### src/rtl/mat_mem_arbiter.sv
// Single-port data memory arbiter for host, operand fetch and result writeback.
// Optional build macro MAT_ARB_STARVE_GUARD_EN adds a host starvation guard.
module mat_mem_arbiter #(
    parameter int                   ADDR_SIZE       = 10,
    parameter int                   DATA_SIZE       = 8,
    parameter logic [ADDR_SIZE-1:0] ZERO_POINT_ADDR = '1,
    parameter int                   MAX_WAIT        = 15
) (
    input  logic                 clk,
    input  logic                 reset,
    input  logic                 host_req,
    input  logic                 host_we,
    input  logic [ADDR_SIZE-1:0] host_addr,
    input  logic [DATA_SIZE-1:0] host_wdata,
    output logic                 host_gnt,
    output logic                 host_rvalid,
    output logic [DATA_SIZE-1:0] host_rdata,
    input  logic                 fch_req,
    input  logic [ADDR_SIZE-1:0] fch_addr,
    output logic                 fch_gnt,
    output logic                 fch_rvalid,
    output logic [DATA_SIZE-1:0] fch_rdata,
    input  logic                 wb_req,
    input  logic [ADDR_SIZE-1:0] wb_addr,
    input  logic [DATA_SIZE-1:0] wb_wdata,
    output logic                 wb_gnt,
    output logic                 mem_en,
    output logic                 mem_we,
    output logic [ADDR_SIZE-1:0] mem_addr,
    output logic [DATA_SIZE-1:0] mem_wdata,
    input  logic [DATA_SIZE-1:0] mem_rdata,
    output logic                 busy
);

    typedef enum logic [1:0] {
        OWN_NONE = 2'd0,
        OWN_HOST = 2'd1,
        OWN_FCH  = 2'd2
    } owner_e;

    // A zero-point fetch can share a return cycle with a host read, so it is a separate flag.
    typedef struct packed {
        owner_e owner;
        logic   zero;
    } tag_t;

    logic                 rr_host;
    logic                 zero_fch;
    logic                 mem_fch_req;
    logic                 host_urgent;
    logic                 grant_host;
    logic                 grant_fch_mem;
    logic                 grant_wb;
    logic                 mem_en_q;
    logic                 mem_we_q;
    logic [ADDR_SIZE-1:0] mem_addr_q;
    logic [DATA_SIZE-1:0] mem_wdata_q;
    tag_t                 tag_s1;
    tag_t                 tag_s2;
    tag_t                 tag_next;

    assign zero_fch    = fch_req && (fch_addr == ZERO_POINT_ADDR);
    assign mem_fch_req = fch_req && !zero_fch;

`ifdef MAT_ARB_STARVE_GUARD_EN
    localparam int                CNT_W      = $clog2(MAX_WAIT + 1);
    localparam logic [CNT_W-1:0] WAIT_LIMIT = CNT_W'(MAX_WAIT);

    logic [CNT_W-1:0] starve_cnt;

    always_ff @(posedge clk) begin
        if (reset || !host_req || grant_host) begin
            starve_cnt <= '0;
        end else if (starve_cnt != WAIT_LIMIT) begin
            starve_cnt <= starve_cnt + 1'b1;
        end
    end

    assign host_urgent = (starve_cnt == WAIT_LIMIT);
`else
    assign host_urgent = 1'b0;
`endif

    // NOTE: every output of a combinational block gets a default first so no latch is inferred.
    always_comb begin
        grant_host    = 1'b0;
        grant_fch_mem = 1'b0;
        grant_wb      = 1'b0;
        if (reset) begin
            grant_host = 1'b0;
        end else if (host_req && host_urgent) begin
            grant_host = 1'b1;
        end else if (wb_req) begin
            grant_wb = 1'b1;
        end else if (host_req && mem_fch_req) begin
            grant_host    = rr_host;
            grant_fch_mem = !rr_host;
        end else if (host_req) begin
            grant_host = 1'b1;
        end else if (mem_fch_req) begin
            grant_fch_mem = 1'b1;
        end
    end

    assign host_gnt = grant_host;
    assign wb_gnt   = grant_wb;
    assign fch_gnt  = !reset && (grant_fch_mem || zero_fch);

    always_comb begin
        tag_next.owner = OWN_NONE;
        tag_next.zero  = zero_fch && !reset;
        if (grant_host && !host_we) begin
            tag_next.owner = OWN_HOST;
        end else if (grant_fch_mem) begin
            tag_next.owner = OWN_FCH;
        end
    end

    // NOTE: state is updated with non-blocking assignments so every register samples pre-edge values.
    always_ff @(posedge clk) begin
        if (reset) begin
            rr_host     <= 1'b1;
            mem_en_q    <= 1'b0;
            mem_we_q    <= 1'b0;
            mem_addr_q  <= '0;
            mem_wdata_q <= '0;
            tag_s1      <= '0;
            tag_s2      <= '0;
        end else begin
            if (grant_host) begin
                rr_host <= 1'b0;
            end else if (grant_fch_mem) begin
                rr_host <= 1'b1;
            end

            mem_en_q    <= grant_host || grant_fch_mem || grant_wb;
            mem_we_q    <= grant_wb || (grant_host && host_we);
            mem_addr_q  <= '0;
            mem_wdata_q <= '0;
            if (grant_wb) begin
                mem_addr_q  <= wb_addr;
                mem_wdata_q <= wb_wdata;
            end else if (grant_host) begin
                mem_addr_q  <= host_addr;
                mem_wdata_q <= host_we ? host_wdata : '0;
            end else if (grant_fch_mem) begin
                mem_addr_q  <= fch_addr;
            end

            tag_s1 <= tag_next;
            tag_s2 <= tag_s1;
        end
    end

    // Registered command is masked while reset is held so the port reads idle immediately.
    assign mem_en    = mem_en_q && !reset;
    assign mem_we    = mem_en && mem_we_q;
    assign mem_addr  = mem_en ? mem_addr_q : '0;
    assign mem_wdata = mem_en ? mem_wdata_q : '0;

    assign host_rvalid = !reset && (tag_s2.owner == OWN_HOST);
    assign host_rdata  = host_rvalid ? mem_rdata : '0;
    assign fch_rvalid  = !reset && ((tag_s2.owner == OWN_FCH) || tag_s2.zero);
    assign fch_rdata   = (!reset && (tag_s2.owner == OWN_FCH)) ? mem_rdata : '0;

    assign busy = !reset && ((tag_s1 != '0) || (tag_s2 != '0));

endmodule

### config.mk
export PLATFORM = sky130hd
export DESIGN_NAME = mat_mem_arbiter
export DESIGN_NICKNAME = d
export VERILOG_FILES = /design/src/rtl/mat_mem_arbiter.sv
export SDC_FILE = /design/constraint.sdc
export NUM_CORES = 1
export LEC_CHECK = 0
export BUFFER_PORTS_ARGS = -buffer_cell sky130_fd_sc_hd__buf_4
export CAP_MARGIN = 20
export CORE_MARGIN = 8
export CORE_UTILIZATION = 39
export DETAILED_ROUTE_END_ITERATION = 7
export HOLD_SLACK_MARGIN = 0.02
export MAX_ROUTING_LAYER = met4
export PLACE_DENSITY = 0.85
export REMOVE_ABC_BUFFERS = 1
export SLEW_MARGIN = 20
export SYNTH_ARGS = -nofsm -noshare
export SYNTH_HDL_FRONTEND = slang
export SYNTH_SLANG_ARGS = --single-unit
export TNS_END_PERCENT = 5
### constraint.sdc
create_clock -name clk -period 1.4 [get_ports clk]
set_input_delay 0.14 -clock clk [delete_from_list [all_inputs] [get_ports clk]]
set_output_delay 0.14 -clock clk [all_outputs]
set_load 0.005 [all_outputs]
# ---- After elaboration in Yosys (flattened, before gate mapping)
# Index checks and enable logic that the tools add are counted.
dict set report classes {
  reduce_logical 27
  muxes 25
  eq_ne 3
}
# cell count
set op_table {}
lappend op_table {{$mux 8} 6}
lappend op_table {{$mux 10} 4}
lappend op_table {{$mux 1} 14}
lappend op_table {{$logic_and 1x1->1} 13}
lappend op_table {{$eq 10x10->1 const B} 1}
lappend op_table {{$logic_or 1x1->1} 6}
lappend op_table {{$reduce_bool 3->1} 2}
lappend op_table {{$logic_not 1->1} 4}
lappend op_table {{$eq 2x1->1 const B} 1}
lappend op_table {{$eq 2x2->1 const B} 1}
lappend op_table {{$mux 2} 1}
lappend op_table {{$reduce_bool 2->1} 1}
lappend op_table {{$reduce_or 2->1} 1}
dict set report totals {
  elab_cells 65
  register_bits 27
  output_inout_bits 42
}

# ---- Logic depth before layout (Yosys ltp)
# Gate-level depths: netlist of run 1.
dict set report depth {
  depth_word 12
  mapped_depth 5
  mapped_depth_nobuf 4
}

# ---- Worst setup path before layout of run 1
# No wires, ideal clock.
dict set report synth_path {
  path_kind {input -> register}
  start {input fch_addr[0]}
  end {register mem_addr_q[0]}
  setup_ps 122
  setup_slack_ps 169
  n_path_buf 0
  stages 4
  t_arrival_ps 1109
  path_cell_list {nand2_1 o41a_1 and3_1 a221o_1}
}
dict set report synth_via {
  elab_chain_cells 12
  elab_cells_between_ends 16
  classes_between {eq/ne (1); mux (11); reduce/logical (4)}
}
# element line_no
set synth_rtl {}
lappend synth_rtl {{start: declaration} 19} ;# input logic [ADDR_SIZE-1:0] fch_addr,
lappend synth_rtl {{$eq 10x10->1} 62} ;# assign zero_fch = fch_req && (fch_addr == ZERO_POINT_ADDR);
lappend synth_rtl {{$logic_and 1x1->1} 62}
lappend synth_rtl {{$logic_not 1->1} 63} ;# assign mem_fch_req = fch_req && !zero_fch;
lappend synth_rtl {{$logic_and 1x1->1} 63}
lappend synth_rtl {{$mux 1} 100} ;# end else if (mem_fch_req) begin
lappend synth_rtl {{$mux 1} 98} ;# end else if (host_req) begin
lappend synth_rtl {{$mux 1} 95} ;# end else if (host_req && mem_fch_req) begin
lappend synth_rtl {{$mux 1} 93} ;# end else if (wb_req) begin
lappend synth_rtl {{$mux 1} 89} ;# if (reset) begin
lappend synth_rtl {{$mux 10} 146} ;# end else if (grant_fch_mem) begin
lappend synth_rtl {{$mux 10 *} 143} ;# end else if (grant_host) begin
lappend synth_rtl {{$mux 10 *} 140} ;# if (grant_wb) begin
lappend synth_rtl {{end signal: assignment} 141} ;# mem_addr_q <= wb_addr;
lappend synth_rtl {{end signal: assignment} 144} ;# mem_addr_q <= host_addr;
lappend synth_rtl {{end signal: assignment} 147} ;# mem_addr_q <= fch_addr;
lappend synth_rtl {{end: declaration} 56} ;# logic [ADDR_SIZE-1:0] mem_addr_q;
# Mark *: on every way between the ends. The rest lies on a longest branch, timed or not.
# A chain may end at the register's enable or synchronous reset.

# ---- Worst setup path in the final report of run 1
dict set report layout_path {
  start {register rr_host}
  end {output fch_gnt}
}
dict set report layout_via {
  elab_chain_cells 6
}
# element line_no
set layout_rtl {}
lappend layout_rtl {{start: declaration} 47} ;# logic rr_host;
lappend layout_rtl {{start signal: assignment} 122} ;# rr_host <= 1'b1;
lappend layout_rtl {{start signal: assignment} 131} ;# rr_host <= 1'b0;
lappend layout_rtl {{start signal: assignment} 133} ;# rr_host <= 1'b1;
lappend layout_rtl {{$logic_not 1->1} 97} ;# grant_fch_mem = !rr_host;
lappend layout_rtl {{$mux 1} 95}
lappend layout_rtl {{$mux 1} 93}
lappend layout_rtl {{$mux 1} 89}
lappend layout_rtl {{$logic_or 1x1->1} 107} ;# assign fch_gnt = !reset && (grant_fch_mem || zero_fch);
lappend layout_rtl {{$logic_and 1x1->1} 107}
lappend layout_rtl {{end: declaration} 20} ;# output logic fch_gnt,
# No other way between the ends.

==> run metrics, run 1 <==
status=finished, violations left; failing checks=setup timing; CP peak stage delay=0.35 ns; Worst-path clk slew=0.14 ns; hpwl dp=3.867 mm; synth top area cells=dfxtp_1, and2_1, a221o_1; Fmax=627.1 MHz; final worst path period share=113.9%; Die Area=5408 sq um; ant diodes=0; Startpoint Class=register; Root Buffer=clkbuf_4; worst hold-check path type=in2reg; Slew headroom=38.92%; Core ar.=3258 sq um; vias in the first global route=1,449; synth warn=0; boundary pin count=102; actual slew at the worst max-slew pin=0.9107 ns; skew final=0.002143 ns; # rows=21; Final Slew Violations=0; crit path DAT=1.45 ns; pin count of the biggest net entering global routing=21; TritonCTS Buffers=3; average size of a mapped cell=9.709 sq um; initial antenna violation count=0; cells along the critical path=buf_4 -> a211o_1 -> mux2i_1 -> and2_1 -> buf_4; vias post-DR=1,466; max-cap viol count=0; Power Total=1.520 mW; maximum VDD drop=413.9 uV; CP Class=reg2out; P per Cell Area=654.0 nW/um^2; critical path buffer and inverter count=2; Hold Slack=0.02228 ns; total congestion overflow=0; Initial Util=39.63%; Final min period=1.595 ns; commonest non-fill, non-tap cell in the layout=buf_4; CTS H-tree lvls=1; Netlist cell types=27; post-synthesis sequential area ratio=41.86%; Syn Inst Count=133; RSZ-0062 raised after global routing=true; 1st-pass router iterations=4; routed len/inst=16.89 um; Final Hold Fails=0; gr usage total=18.37%; layout net count=312; DRC=0; vias per cell=4.936; Layout area overhead=79.94%; critical path's slowest cell=dfxtp_2; first-pass GRT wire length=7.389 mm; total wire length=5.016 mm; Post-CTS Setup Bufs=0; Max clock buf depth=2; Post-DRT Antenna Nets=0; IO Port Bufs=101; final worst slack=-0.1946 ns; CP Data Required Time=1.26 ns; mapped cell area=1291 sq um; Placer Congestion=0.7851; #FFs+latches synth=27; DIE WIDTH=73.54 um; delay-heaviest family, CP=flip-flops; commonest cells after routing, fill and taps aside=buf_4, and2_1, dfxtp_1, dlygate4sd3_1, and3_1; Starting DRT DRC Count=89; TritonCTS clock tree=yes; CP most frequent cell=buf_4; Synth top area share=41.86%; largest fanout on the critical path=4; Die Ht=73.54 um; share of cells above drive strength 1=51.79%; Crit. End Element=output pin; P_leak=1.168 nW; clk_lat worst skew=0.33 ns; endpoints failing setup=26; CTS Sinks=27; dominant cell type by area after synthesis=dfxtp_1
## layout make-up
cell class              count  area [sq um]
flip-flops and latches     27         545.5
repair buffers            122         977.2
multi-input cells          97         711.9
clock buffers               3         22.52
well taps                  46         57.56
clock inverters             1         5.005
fillers                   253         934.6
inverters                   1         3.754
## final timing paths
kind / startpoint / to / slack (ns) / cells past startpoint
setup / recovery: rr_host / fch_gnt / -0.19 / 5
hold / removal: wb_wdata[7] / mem_wdata_q[7] / 0.02 / 2
setup reg to reg: rr_host / mem_addr_q[2] / -0.14 / 3
hold reg to reg: tag_s1[1] / tag_s2[1] / 0.47 / 1
## layer usage
layer / wire, um / global-route usage, % / vias to the layer above
li1: - / - / 723
met1: 1815 / 17.42 / 689
met2: 2810 / 35.53 / 47
met3: 312 / 3.411 / 7
met4: 78 / 6.652 / 0
met5: 0 / - / -
## cells by family after synthesis
| kind of cell | count (synthesis) | synth area share, % |
|---|---|---|
| flip-flops | 27 | 41.86 |
| multiplexers | 1 | 0.7752 |
| buffers and inverters | 9 | 4.941 |
| AO/OA/AOI/OAI | 28 | 20.45 |
| AND/OR/NAND/NOR | 68 | 31.98 |
## power by group
| group | switching, mW | internal (mW) | leakage [nW] |
|---|---|---|---|
| Combinational | 0.133 | 0.225 | 0.927 |
| Clock | 0.233 | 0.107 | 0.0177 |
| Sequential | 0.00926 | 0.812 | 0.223 |
| Total | 0.375 | 1.14 | 1.17 |
## registers in the layout, indices dropped and copies added, names as in the netlist
name,cells
rr_host,1
mem_addr_q,10
tag_s1,3
mem_wdata_q,8
tag_s2,3
mem_en_q,1
mem_we_q,1
## through the flow
step / worst slack (ns) / cell area (sq um) / util, % / instances / setup TNS (ns)
6_report: -0.1946 / 2323 / 71.31 / 297 / -1.288
5_1_grt: -0.2939 / 2323 / 71.31 / 297 / -4.787
4_1_cts: -0.2083 / 2298 / 70.55 / 296 / -1.441
3_5_place_dp: -0.1139 / 2127 / 65.28 / 281 / -0.8669
3_3_place_gp: -0.01800 / 2127 / 65.28 / 281 / -0.1472
2_1_floorplan: 0.1692 / 1231 / - / 125 / 0
## Yosys cell counts (all sizes together)
cell    instances
nand2           3
nor3b           2
and2b           1
clkbuf          3
a211oi          1
and3           11
a221o          10
nor2b           5
nor2            4
dfxtp          27
and2           36
a21oi           3
nand2b          1
nand4           1
mux2i           1
nor4            2
a21o            1
nor3            2
o41ai           1
a32o            8
o41a            1
inv             1
a211o           2
o21a            1
buf             5
## worst register-to-register path: stages, from the launching register on
cell      delay [ns]
dfxtp_2         0.35
a211oi_1        0.73
and3_1          0.28
a221o_1         0.13
## timing repair
item / in CTS / in global routing
hold endpoints to repair: 9 / 1
pin swaps: 3 / 4
endpoints found under the setup margin: 33 / 49
hold buffers: 11 / 1
resized for setup: 12 / 5
No activity file was read; power rests on OpenSTA's default activity.
==> inputs of run 2 (changes only) <==
Settings changed: ABC_AREA set to 1, CORE_UTILIZATION 39 to 40.
==> run metrics, run 2 <==
status=finished, violations left; failing checks=setup timing; Placer Congestion=0.7121; actual slew at the worst max-slew pin=0.4528 ns; maximum VDD drop=321.6 uV; DIE WIDTH=74.85 um; TritonCTS clock tree=yes; Final min period=1.450 ns; vias in the first global route=1,662; Core Util, Final=76.00%; switching power=0.4162 mW; IO Port Bufs=101; TritonCTS Buffers=3; Die Area=5602 sq um; Initial Util=41.51%; synth top area cells=dfxtp_1, nand2_1, inv_1; CTS Sinks=27; commonest cells after routing, fill and taps aside=buf_4, nand2_1, inv_1, nor2_1, dlygate4sd3_1; largest fanout on the critical path=2; Crit. End Element=output pin; Synth top area share=39.02%; dpl ws=0.03165 ns; Max clock buf depth=2; ys flop type=dfxtp_1; sw frac=26.52%; CP Class=reg2out; first-pass GRT wire length=7.369 mm; Netlist cell types=18; Biggest register=mem_addr_q; met1 WL=1.685 mm; skew final=0.006314 ns; Root Buffer=clkbuf_4; hpwl dp=3.510 mm; Post-DP Area=2176 sq um; Hold Slack=0.02217 ns; mapped cell area=1385 sq um; Largest register FFs=10; fraction of registers with async set/reset=0%; P per Cell Area=618.7 nW/um^2; Post-synth top cells=nand2_1, inv_1, nor2_1; vias per cell=4.519; #FFs+latches synth=27; ant diodes=0; Placed Cells=355; Post-synth EDFFs=0; 1st-pass router iterations=4; total wire length=4.882 mm; Layout area overhead=83.11%; routed len/inst=12.68 um; Power Total=1.569 mW; Sequential Power Share=52.4%; Design Area, Final=2536 sq um; max-cap viol count=0; crit path DAT=1.31 ns; Starting DRT DRC Count=67; commonest non-fill, non-tap cell in the layout=buf_4; clk_lat worst skew=0.33 ns; Core ar.=3337 sq um; count leader, synth=nand2_1; post-synthesis sequential area ratio=39.02%; synth warn=0; initial antenna violation count=0; share of cells above drive strength 1=43.66%; average size of a mapped cell=6.533 sq um; vias post-DR=1,740; Startpoint Class=register; boundary pin count=102; Post-DRT Antenna Nets=0; DRC=0; total congestion overflow=0; WL met3=562 um; Syn Inst Count=212; pin count of the biggest net entering global routing=21; routed wl met2=2.559 mm; CTS H-tree lvls=1; RSZ-0062 raised after global routing=true; Pint=1.153 mW; P_leak=1.315 nW; Fin Setup TNS=-0.1572 ns; Final Slew Violations=0; layout net count=400; post-route insts no fill=385; CP Data Required Time=1.26 ns; worst hold-check path type=in2reg; final worst path period share=103.6%; Max Used Layer=met4; Comb pwr share=25.6%; # rows=21; Slew headroom=69.68%; gr usage total=17.25%; Die Ht=74.85 um; Fmax=689.6 MHz; top flop regs=mem_addr_q (10), mem_wdata_q (8); Worst-path clk slew=0.14 ns; clock network fraction of design power=21.9%; final worst slack=-0.05009 ns; Final Hold Fails=0; endpoints failing setup=7; dominant cell type by area after synthesis=dfxtp_1
-- run 2: kinds of logic (layout without fill, tap and decap cells) --
group / count (synthesis) / count (layout) / share of synthesized area [%]
buffers and inverters: 52 / 179 / 16.44
DFF: 27 / 27 / 39.02
AOI/OAI and AO/OA: 12 / 12 / 6.504
and+or+nand+nor: 121 / 121 / 38.03
-- run 2: repair_timing --
action,in CTS,in global routing
gates resized for setup,11,15
gates cloned,0,0
hold endpoints to repair,18,0
pin swaps,2,3
hold buffers,24,0
endpoints found under the setup margin,20,21
setup buffers,1,1
-- run 2: final timing paths --
check / start / end / slack (ns) / depth (start not counted)
worst max-delay path: tag_s1[0] / busy / -0.05 / 5
worst min-delay path: wb_addr[2] / mem_addr_q[2] / 0.02 / 3
worst min register to register: tag_s1[2] / tag_s2[2] / 0.43 / 2
worst max register to register: rr_host / mem_addr_q[6] / 0.31 / 6
-- run 2: cell type report --
type	count	area, sq um
clock buffer	3	22.52
clock inverter	1	5.005
fill	252	800.8
inverter	42	160.2
multi-input combinational	133	683.2
sequential	27	545.5
tap	46	57.56
timing repair buffer	133	1062
-- run 2: power groups by stage --
stage / logic, mW / registers (mW) / clock network, mW
final: 0.402 / 0.823 / 0.344
after global routing: 0.442 / 0.828 / 0.376
after CTS: 0.392 / 0.823 / 0.350
after detailed placement: 0.328 / 0.839 / 0
after global placement: 0.323 / 0.837 / 0
after floorplan: 0.119 / 0.836 / 0
-- run 2: critical path, cell delays in order, from the launching register on --
cell and delay [ns]:
dfxtp_2 0.34, inv_2 0.05, nand3_2 0.07, o41ai_2 0.32, inv_1 0.08, buf_6 0.12
-- run 2: routing by layer --
| metal | track usage (%) | up-vias |
|---|---|---|
| met3 | 5.193 | 8 |
| met5 | - | - |
| met4 | 5.870 | 0 |
| met2 | 31.00 | 87 |
| li1 | - | 880 |
| met1 | 17.23 | 765 |
